===== src/rtl/tmds_channel_sequencer.sv =====
// tmds_channel_sequencer: control/guard/data symbol sequencing with stage-two
// DC balancing around an external stage-one encoder.
module tmds_channel_sequencer #(
    parameter int GUARD_LEN = 2
) (
    input  logic       clk,
    input  logic       n_rst,
    input  logic       de,
    input  logic [1:0] ctrl,
    input  logic       data_valid,
    input  logic [7:0] data_in,
    output logic       data_ready,
    output logic [7:0] st1_in,
    input  logic [8:0] st1_out,
    output logic [9:0] tmds_out,
    output logic       underflow,
    output logic [4:0] disparity
);
    typedef enum logic [1:0] {S_CTRL, S_GUARD, S_DATA} state_t;

    state_t            state, kind_r;
    logic [1:0]        guard_cnt, ctrl_r;
    logic [7:0]        byte_r;
    logic [3:0]        n1;
    logic signed [5:0] diff, disp6, disp_next;
    logic              q8, bal, inv;
    logic [9:0]        ctrl_tok, data_sym;

    assign st1_in     = byte_r;
    assign data_ready = de && (state == S_DATA || (state == S_GUARD && guard_cnt == 2'd0));

    always_ff @(posedge clk or negedge n_rst) begin
        if (!n_rst) begin
            state     <= S_CTRL;
            guard_cnt <= 2'd0;
            kind_r    <= S_CTRL;
            ctrl_r    <= 2'b00;
            byte_r    <= 8'h00;
            underflow <= 1'b0;
        end else begin
            underflow <= 1'b0;
            if (!de) begin
                kind_r <= S_CTRL;
                ctrl_r <= ctrl;
                state  <= S_CTRL;
            end else if (state == S_CTRL) begin
                kind_r    <= S_GUARD;
                guard_cnt <= 2'(GUARD_LEN - 1);
                state     <= S_GUARD;
            end else if (state == S_GUARD && guard_cnt != 2'd0) begin
                kind_r    <= S_GUARD;
                guard_cnt <= guard_cnt - 2'd1;
            end else begin
                // a missing byte is replaced by 0x00 so the symbol stream never stalls
                kind_r    <= S_DATA;
                state     <= S_DATA;
                byte_r    <= data_valid ? data_in : 8'h00;
                underflow <= !data_valid;
            end
        end
    end

    always_comb begin
        n1 = 4'd0;
        for (int i = 0; i < 8; i++) n1 = n1 + {3'd0, st1_out[i]};
        q8        = st1_out[8];
        diff      = $signed({1'b0, n1, 1'b0}) - 6'sd8;
        disp6     = {disparity[4], disparity};
        bal       = disp6 == 6'sd0 || n1 == 4'd4;
        inv       = (disp6 > 6'sd0 && n1 > 4'd4) || (disp6 < 6'sd0 && n1 < 4'd4);
        data_sym  = bal ? {~q8, q8, q8 ? st1_out[7:0] : ~st1_out[7:0]} :
                    inv ? {1'b1, q8, ~st1_out[7:0]} : {1'b0, q8, st1_out[7:0]};
        disp_next = bal ? disp6 + (q8 ? diff : -diff) :
                    inv ? disp6 + (q8 ? 6'sd2 : 6'sd0) - diff :
                          disp6 - (q8 ? 6'sd0 : 6'sd2) + diff;
        ctrl_tok  = ctrl_r == 2'b00 ? 10'b1101010100 :
                    ctrl_r == 2'b01 ? 10'b0010101011 :
                    ctrl_r == 2'b10 ? 10'b0101010100 : 10'b1010101011;
    end

    always_ff @(posedge clk or negedge n_rst) begin
        if (!n_rst) begin
            tmds_out  <= 10'b1101010100;
            disparity <= 5'd0;
        end else begin
            tmds_out  <= kind_r == S_CTRL ? ctrl_tok : kind_r == S_GUARD ? 10'b1011001100 : data_sym;
            disparity <= kind_r == S_DATA ? disp_next[4:0] : 5'd0;
        end
    end
endmodule


===== config.mk =====
export PLATFORM = sky130hd
export DESIGN_NAME = tmds_channel_sequencer
export DESIGN_NICKNAME = d
export VERILOG_FILES = /design/src/rtl/tmds_channel_sequencer.sv
export SDC_FILE = /design/constraint.sdc
export NUM_CORES = 1
export LEC_CHECK = 0
export ABC_AREA = 1
export BUFFER_PORTS_ARGS = -buffer_cell sky130_fd_sc_hd__buf_2
export CAP_MARGIN = 20
export CORE_ASPECT_RATIO = 1.4
export CORE_UTILIZATION = 36
export CTS_BUF_LIST = sky130_fd_sc_hd__clkbuf_8
export DETAILED_ROUTE_END_ITERATION = 10
export PLACE_DENSITY = 0.65
export SLEW_MARGIN = 20
export SYNTH_ARGS = -nofsm -noshare
export SYNTH_HDL_FRONTEND = slang
export SYNTH_SLANG_ARGS = --single-unit

===== constraint.sdc =====
create_clock -name clk -period 2.26 [get_ports clk]
set_clock_uncertainty 0.15 [all_clocks]
set_input_delay 0.452 -clock clk [delete_from_list [all_inputs] [get_ports clk]]
set_output_delay 0.452 -clock clk [all_outputs]
set_load 0.01 [all_outputs]

* Word level (Yosys, flattened, before mapping)
Cells that the tools add are included. Widths: inputs -> output; s select.
Storage, ports and cells: register bits after elaboration 32, output and inout bits 25, logic and storage cells 83
Operators by class: add/sub/neg operators 15, order comparisons 4, equality and inequality tests 8, multiplexer cells 26, bitwise operators 4, reductions and logical operators 18
Operators by type and width (number):
- $mux 10 | 7
- $mux 2 | 10
- $mux 5 | 4
- $add 4x1->4 | 4
- $mux 8 | 2
- $add 5x5->5 | 2
- $logic_not 2->1 | 4
- $not 8->8 | 1
- $eq 2x1->1 const B | 3
- $eq 2x2->1 const B | 3
- $logic_not 6->1 | 1
- $add 5x3->5 | 1
- $gt 5x1->1 const B | 1
- $logic_and 1x1->1 | 5
- $lt 5x1->1 const B | 1
- $neg 5->5 | 1
- $sub 5x3->5 | 1
- $sub 5x4->5 const B | 1
- $sub 5x5->5 | 1
- $add 3x1->4 | 1
- $eq 4x3->1 const B | 1
- $gt 4x3->1 const B | 1
- $lt 4x3->1 const B | 1
- $reduce_bool 2->1 | 2
- 10 further kinds | 16

* Depth between registers and ports, before layout
Gate-level depths: netlist of the first run.
depth after elaboration 14, depth in mapped cells 23, mapped depth without buffers 23

* Worst setup path before layout of the first run
No wires, ideal clock.
path kind input -> register, start point in st1_out[0], end point reg disparity[4], library setup time 0.115 ns, data arrival time 4.103 ns, required time 1.995 ns, setup slack -2.108 ns, stages on the path 21, cells stage by stage fa_1 > inv_1 > fa_1 > fa_1 > inv_1 > ha_1 > fa_1 > inv_1 > ha_1 > inv_1 > nand2_1 > xor2_1 > ha_1 > nand2_1 > nand2_1 > a31oi_1 > inv_1 > nand3_1 > nand3_1 > nand2_1 > nor2_1
Between the ends: word-level cells in the longest chain between the ends 13, elaborated cells on any way between the ends 23, classes of those cells add/sub (12); order compare (2); eq/ne (1); mux (4); reduce/logical (4)
RTL lines:
- from (decl) | RTL line 14 | input logic [8:0] st1_out,
- $add 1x1->2 (*) | RTL line 65 | for (int i = 0; i < 8; i++) n1 = n1 + {3'd0, st1_out[i]};
- $add 2x1->3 (*) | RTL line 65
- $add 3x1->4 (*) | RTL line 65
- $add 4x1->4 (*) (4 in series) | RTL line 65
- $sub 5x4->5, or another cell as far along | RTL line 67 | diff = $signed({1'b0, n1, 1'b0}) - 6'sd8;
- $neg 5->5 / $logic_and 1x1->1 (equally long branches) | RTL line 73, 70
- $mux 5 / $logic_or 1x1->1 (equally long branches) | RTL line 73, 70
- $add 5x5->5 / $mux 5 (equally long branches) | RTL line 73, 74
- $mux 5 (*) | RTL line 73 | disp_next = bal ? disp6 + (q8 ? diff : -diff) :
- $mux 5 (*) | RTL line 87 | disparity <= kind_r == S_DATA ? disp_next[4:0] : 5'd0;
- to (signal assigned) | RTL line 87
- to (decl) | RTL line 17 | output logic [4:0] disparity
Mark *: on every way between the ends. The rest lies on a longest branch, timed or not. A chain may end at the register's enable or synchronous reset.

* Worst setup path in the final report of the first run
Ends and elaborated chain as after synthesis.

==> results.py, run 1 <==
metrics = {
    "floorplan": {
        "top_level_ports": 48,
        "initial_core_util": 0.379,
        "rows": 33,
        "core-area_um2": 5950,
        "dieArea_um2": 6580,
        "die_w_um": 68.8,
        "die_y_um": 95.6,
    },
    "finish": {
        "n_antenna_cell": 0,
        "layout.nets": 431,
        "layout-drive-gt1-share": 0.420,
        "areaGrowthSynthToFinish_pct": 43.2,
        "fin_util": 0.542,
        "postLayoutCellArea_um2": 3220,
        "fill_cells": 557,
    },
    "setup_path": {
        "cp_slowest_stage_delay_ps": 540,
        "cp_top_family": "adder cells",
        "cp_max_fo": 3,
        "crit_slowest_cell": "fa_1",
        "path_buf_inv": 6,
        "cp_common_cell": "fa_1",
        "worstSetupPathType": "primary input to flop",
        "crit_chain": "buf_8, fa_1, inv_1, fa_1, fa_1, inv_1, ha_2, fa_1, inv_2, ha_4, inv_2, nand2_2, xor2_1, ha_1, nand2_1, nand2_1, a31oi_1, inv_1, nand3_1, nand3_1, nand2_1, nor2_1",
        "arrival_ps": 4210,
        "end_kind": "flop",
        "required_ps": 2290,
        "crit_path_start_kind": "primary input",
    },
    "synth": {
        "syn_inst": 290,
        "synth-seq-cells": 31,
        "syn_area_um2": 2250,
        "synth_area_per_cell_um2": 7.77,
        "synth_cell_types": 33,
        "ys.warnings.count": 0,
        "syn_nets": 341,
        "synth_seq_area_share": 0.347,
    },
    "sta": {
        "post-route-period-util": 1.85,
        "finalSetupViolCount": 13,
        "period_minus_slack_ps": 4180,
        "hold-worst-slack_ps": 56.6,
        "report.final.slew_viol_count": 0,
        "setup_ws_ps": -1920,
        "max_freq_ghz": 0.239,
        "tightest_slew_ps": 690,
        "relSlewSlack": 0.540,
        "finalHoldViolCount": 0,
        "rsz0062_at_grt": "yes",
    },
    "placed_design": {
        "place_congestion": 0.828,
        "io_buffers": 46,
        "dpl_cell_area_um2": 2890,
        "pre_cts_ws_ps": -2310,
        "post-dp-hpwl_um": 4280,
    },
    "outcome": {
        "status": "complete, but fails checks",
        "violations": "setup timing",
    },
    "clock_network": {
        "clock-sinks": 31,
        "cts_made_buffers": 5,
        "h-tree-depth": 2,
        "path_clk_slew_ps": 70,
        "max-clock-path-buffers": 2,
        "cts_tree": "yes",
        "clock_latency_ps": 280,
        "cts_root_buffer": "clkbuf_8",
        "postCtsHoldBufs": 0,
    },
    "power": {
        "p_leak_nw": 1.72,
        "ir_drop_v": 0.000586,
        "power_density_nw_per_um2": 1250,
        "finalPower_w": 0.00404,
    },
    "worst_hold_path": {
        "hp-class": "primary input to async pin",
    },
    "route": {
        "dr.pass1.iters": 5,
        "drc": 0,
        "vias_per_cell": 4.67,
        "wl_per_cell_um": 12.5,
        "drt_iter0_drc": 38,
        "vias": 2106,
        "drt.antenna.violating_nets": 0,
        "wl_um": 5650,
    },
    "global_route": {
        "grt_pass1_vias": 2077,
        "grt_max_degree": 32,
        "grt.overflow.total": 0,
        "grt_pass1_wl_um": 9320,
        "antenna_found_initial": 0,
        "globalRouteTotalUtil": 0.194,
    },
    "flow_run": {
        "maxCapViolations": 0,
    },
}
## sequential cells by signal, summed over array words and instances, names as in the netlist
register / cells
guard_cnt: 2
disparity: 4
state: 2
kind_r: 2
tmds_out: 10
st1_in: 8
underflow: 1
ctrl_r: 2
## through the flow
stage	cells	TNS (ps)
6_report	451	-22930
5_1_grt	451	-25090
4_1_cts	451	-22980
3_5_place_dp	437	-26350
3_3_place_gp	437	-25290
2_1_floorplan	290	-21330
## worst paths after layout
check                      slack (ps)  cells past startpoint      endpoint    startpoint
setup reg to reg                   10                      8  disparity[3]  disparity[1]
min in group clk                  230                      3     ctrl_r[0]       ctrl[0]
max in group asynchronous        1460                      1   tmds_out[7]         n_rst
hold / removal                     60                      1   tmds_out[0]         n_rst
setup / recovery                -1920                     22  disparity[4]    st1_out[0]
hold reg to reg                   380                      2     st1_in[1]     st1_in[1]
## power breakdown
part / internal [W] / total, W / switching, W
Clock: 0.000277 / 0.000490 / 0.000213
Combinational: 0.00118 / 0.00264 / 0.00146
Sequential: 0.000790 / 0.000906 / 0.000116
Total: 0.00225 / 0.00404 / 0.00179
## cell type report
cell class / count / area (um2) / area share
Clock buffer: 7 / 96.3 / 0.0299
Clock inverter: 1 / 7.51 / 0.00233
Inverter: 60 / 225 / 0.0698
Multi-Input combinational cell: 197 / 1470 / 0.457
Sequential cell: 31 / 782 / 0.243
Tap cell: 70 / 87.6 / 0.0272
Timing Repair Buffer: 85 / 552 / 0.171
## logic make-up (layout without fill, tap and decap cells)
| group | count (synthesis) | after routing | synth area share |
|---|---|---|---|
| buf+inv | 64 | 153 | 0.109 |
| flops | 31 | 31 | 0.347 |
| xor+xnor | 4 | 4 | 0.0156 |
| fa+ha+maj | 28 | 28 | 0.186 |
| simple gates | 133 | 135 | 0.268 |
| other cells | 1 | 1 | 0.00167 |
| compound gates | 29 | 29 | 0.0728 |
## layout by cell type, fill, tap and decap left out, types with 8 or more instances in the layout
master,instances
inv_1,47
nand3_2,19
buf_2,45
nand2_1,56
buf_4,34
inv_2,12
ha_1,16
dfrtp_1,26
a21oi_1,15
nor2_1,20
nand3_1,11
fa_1,8
nand2_2,10
## Yosys cell counts
master    instances  area [um2]
o22ai_1           1        6.26
nand2_2           4        25.0
nand2_1          65         244
conb_1            1        3.75
inv_2             9        33.8
inv_1            50         188
a31oi_1           1        6.26
o21ai_4           1        16.3
a211oi_1          1        7.51
buf_2             2        10.0
o21ai_1           7        35.0
clkbuf_1          1        3.75
clkinv_1          1        3.75
buf_4             1        7.51
dfrtp_1          26         651
nand3_1          31         155
nor2_1           21        78.8
nand2_4           3        33.8
xor2_1            3        26.3
nor2_2            2        12.5
nand3b_1          2        15.0
o211ai_1          1        7.51
or2_1             1        6.26
nor2_4            1        11.3
xnor2_1           1        8.76
ha_1             19         238
fa_1              9         180
nor3_1            1        5.00
nor4_1            1        6.26
a21oi_1          15        75.1
dfstp_2           5         131
o21ai_0           2        10.0
nand3_2           1        10.0
## timing repair
action / in CTS / in global routing
pin swaps: 22 / 4
buffers inserted: 6 / 0
setup endpoints to repair: 13 / 13
gates cloned: 2 / 0
gates resized for setup: 34 / 4
## metal layers
metal | up-vias | routed length [um] | global-route usage
li1 | 1079 | - | -
met1 | 953 | 2250 | 0.215
met2 | 55 | 2910 | 0.336
met3 | 19 | 263 | 0.0490
met4 | 0 | 225 | 0.0935
met5 | - | 0 | 0
Note: power is estimated with default switching activity, not from simulation.
==> run 2: changes to the inputs <==
Settings changed: CORE_MARGIN set to 5.
==> results.py, run 2 (synthesis gave the netlist of run 1 again) <==
metrics = {
    "setup_path": {
        "cp_slowest_stage_delay_ps": 540,
        "path_buf_inv": 6,
        "cp_top_family": "adder cells",
        "cp_max_fo": 3,
        "crit_path_start_kind": "primary input",
        "worstSetupPathType": "primary input to flop",
        "crit_chain": "buf_8, fa_1, inv_1, fa_1, fa_1, inv_1, ha_2, fa_2, inv_2, ha_4, inv_2, nand2_2, xor2_1, ha_1, nand2_1, nand2_1, a31oi_2, inv_1, nand3_1, nand3_1, nand2_1, nor2_1",
        "required_ps": 2280,
        "arrival_ps": 4200,
        "end_kind": "flop",
        "crit_slowest_cell": "fa_2",
    },
    "clock_network": {
        "cts_tree": "yes",
        "h-tree-depth": 2,
        "cts_root_buffer": "clkbuf_8",
        "max-clock-path-buffers": 2,
        "clock_latency_ps": 280,
        "clock-sinks": 31,
        "path_clk_slew_ps": 70,
        "cts_made_buffers": 5,
        "postCtsHoldBufs": 0,
    },
    "floorplan": {
        "core-area_um2": 6170,
        "top_level_ports": 48,
        "die_y_um": 104,
        "rows": 34,
        "dieArea_um2": 7960,
        "die_w_um": 76.8,
        "initial_core_util": 0.365,
    },
    "finish": {
        "top_register": "tmds_out",
        "mostFrequentLayoutCells": "nand2_1 (57), buf_2 (45), inv_1 (44)",
        "areaGrowthSynthToFinish_pct": 45.5,
        "layout.nets": 433,
        "n_antenna_cell": 0,
        "fill_cells": 546,
        "largest_reg_flops": 10,
        "layout-drive-gt1-share": 0.436,
        "final_common_cell": "nand2_1",
    },
    "sta": {
        "rsz0062_at_grt": "yes",
        "setup_tns_ps": -22030,
        "setup_ws_ps": -1920,
        "report.final.slew_viol_count": 0,
        "post-route-period-util": 1.85,
        "tightest_slew_ps": 688,
        "relSlewSlack": 0.541,
        "finalSetupViolCount": 13,
        "max_freq_ghz": 0.239,
        "period_minus_slack_ps": 4180,
        "finalHoldViolCount": 0,
    },
    "power": {
        "power_density_nw_per_um2": 1300,
        "ir_drop_v": 0.000614,
        "p_leak_nw": 1.74,
        "finalPower_w": 0.00425,
    },
    "route": {
        "dr.pass1.iters": 4,
        "drt_iter0_drc": 39,
        "drt.antenna.violating_nets": 0,
        "drc": 0,
        "wl_per_cell_um": 12.8,
        "vias": 2125,
        "vias_per_cell": 4.67,
        "wl_um": 5810,
    },
    "global_route": {
        "antenna_found_initial": 0,
        "grt_pass1_wl_um": 9720,
        "grt_max_degree": 32,
        "grt.overflow.total": 0,
        "grt_use_met3": 0.0278,
        "grt-busiest-layer": "met2",
        "globalRouteTotalUtil": 0.149,
        "grt_use_met2": 0.265,
        "grt_pass1_vias": 2172,
        "grtUsageMet1": 0.173,
    },
    "flow_run": {
        "maxCapViolations": 0,
    },
    "outcome": {
        "violations": "setup timing",
        "status": "complete, but fails checks",
    },
    "placed_design": {
        "place_congestion": 0.807,
        "io_buffers": 46,
        "post-dp-hpwl_um": 4310,
    },
    "worst_hold_path": {
        "hp-class": "primary input to async pin",
    },
}
## run 2: changes by cell type in the layout (fill, tap and decap cells not counted), sizes merged
| cell | change |
|---|---|
| buf | +2 |
## run 2: stage by stage
step | worst slack, ps | hold WS (ps) | area (um2) | utilization | std cells
after global routing | -2090 | 126 | 3280 | 0.531 | 455
after CTS | -1970 | 80.0 | 3180 | 0.516 | 452
after floorplan | -2030 | 6.41 | 2330 | - | 290
after global placement | -2210 | 358 | 2870 | 0.465 | 434
final | -1920 | 56.8 | 3280 | 0.531 | 455
after detailed placement | -2280 | 375 | 2870 | 0.465 | 434
## run 2: layout make-up
class,count,area (um2),share of cell area
timing repair buffer,87,579,0.177
clock inverter,1,7.51,0.00229
clock buffer,7,96.3,0.0294
tap,72,90.1,0.0275
sequential,31,782,0.239
multi-input combinational,197,1500,0.457
inverter,60,225,0.0687
## run 2: repair_timing
| action | in CTS | in global routing |
|---|---|---|
| pin swaps | 24 | 16 |
| setup endpoints to repair | 13 | 13 |
| buffers inserted | 9 | 3 |
| resized for setup | 29 | 16 |
| cloned | 2 | 0 |
## run 2: metal layers
metal / wire length, um / share of wire
met5: 0 / 0
met4: 103 / 0.018
met3: 215 / 0.037
met2: 3170 / 0.55
met1: 2320 / 0.40
## run 2: where the power goes
group          switching, W  internal (W)  total (W)  leakage [nW]
Combinational       0.00155       0.00130    0.00285          1.31
Clock              0.000214      0.000277   0.000491        0.0505
Sequential         0.000113      0.000790   0.000903         0.373
Total               0.00188       0.00237    0.00425          1.74
## run 2: final timing paths
path | startpoint | end | slack [ps] | cells after the start
min | n_rst | tmds_out[0] | 60 | 1
max reg2reg | disparity[1] | disparity[3] | 0 | 8
max | st1_out[3] | disparity[4] | -1920 | 22
max in group asynchronous | n_rst | st1_in[7] | 1450 | 1
min in group clk | ctrl[1] | ctrl_r[1] | 240 | 3
min reg2reg | st1_in[3] | st1_in[3] | 390 | 2
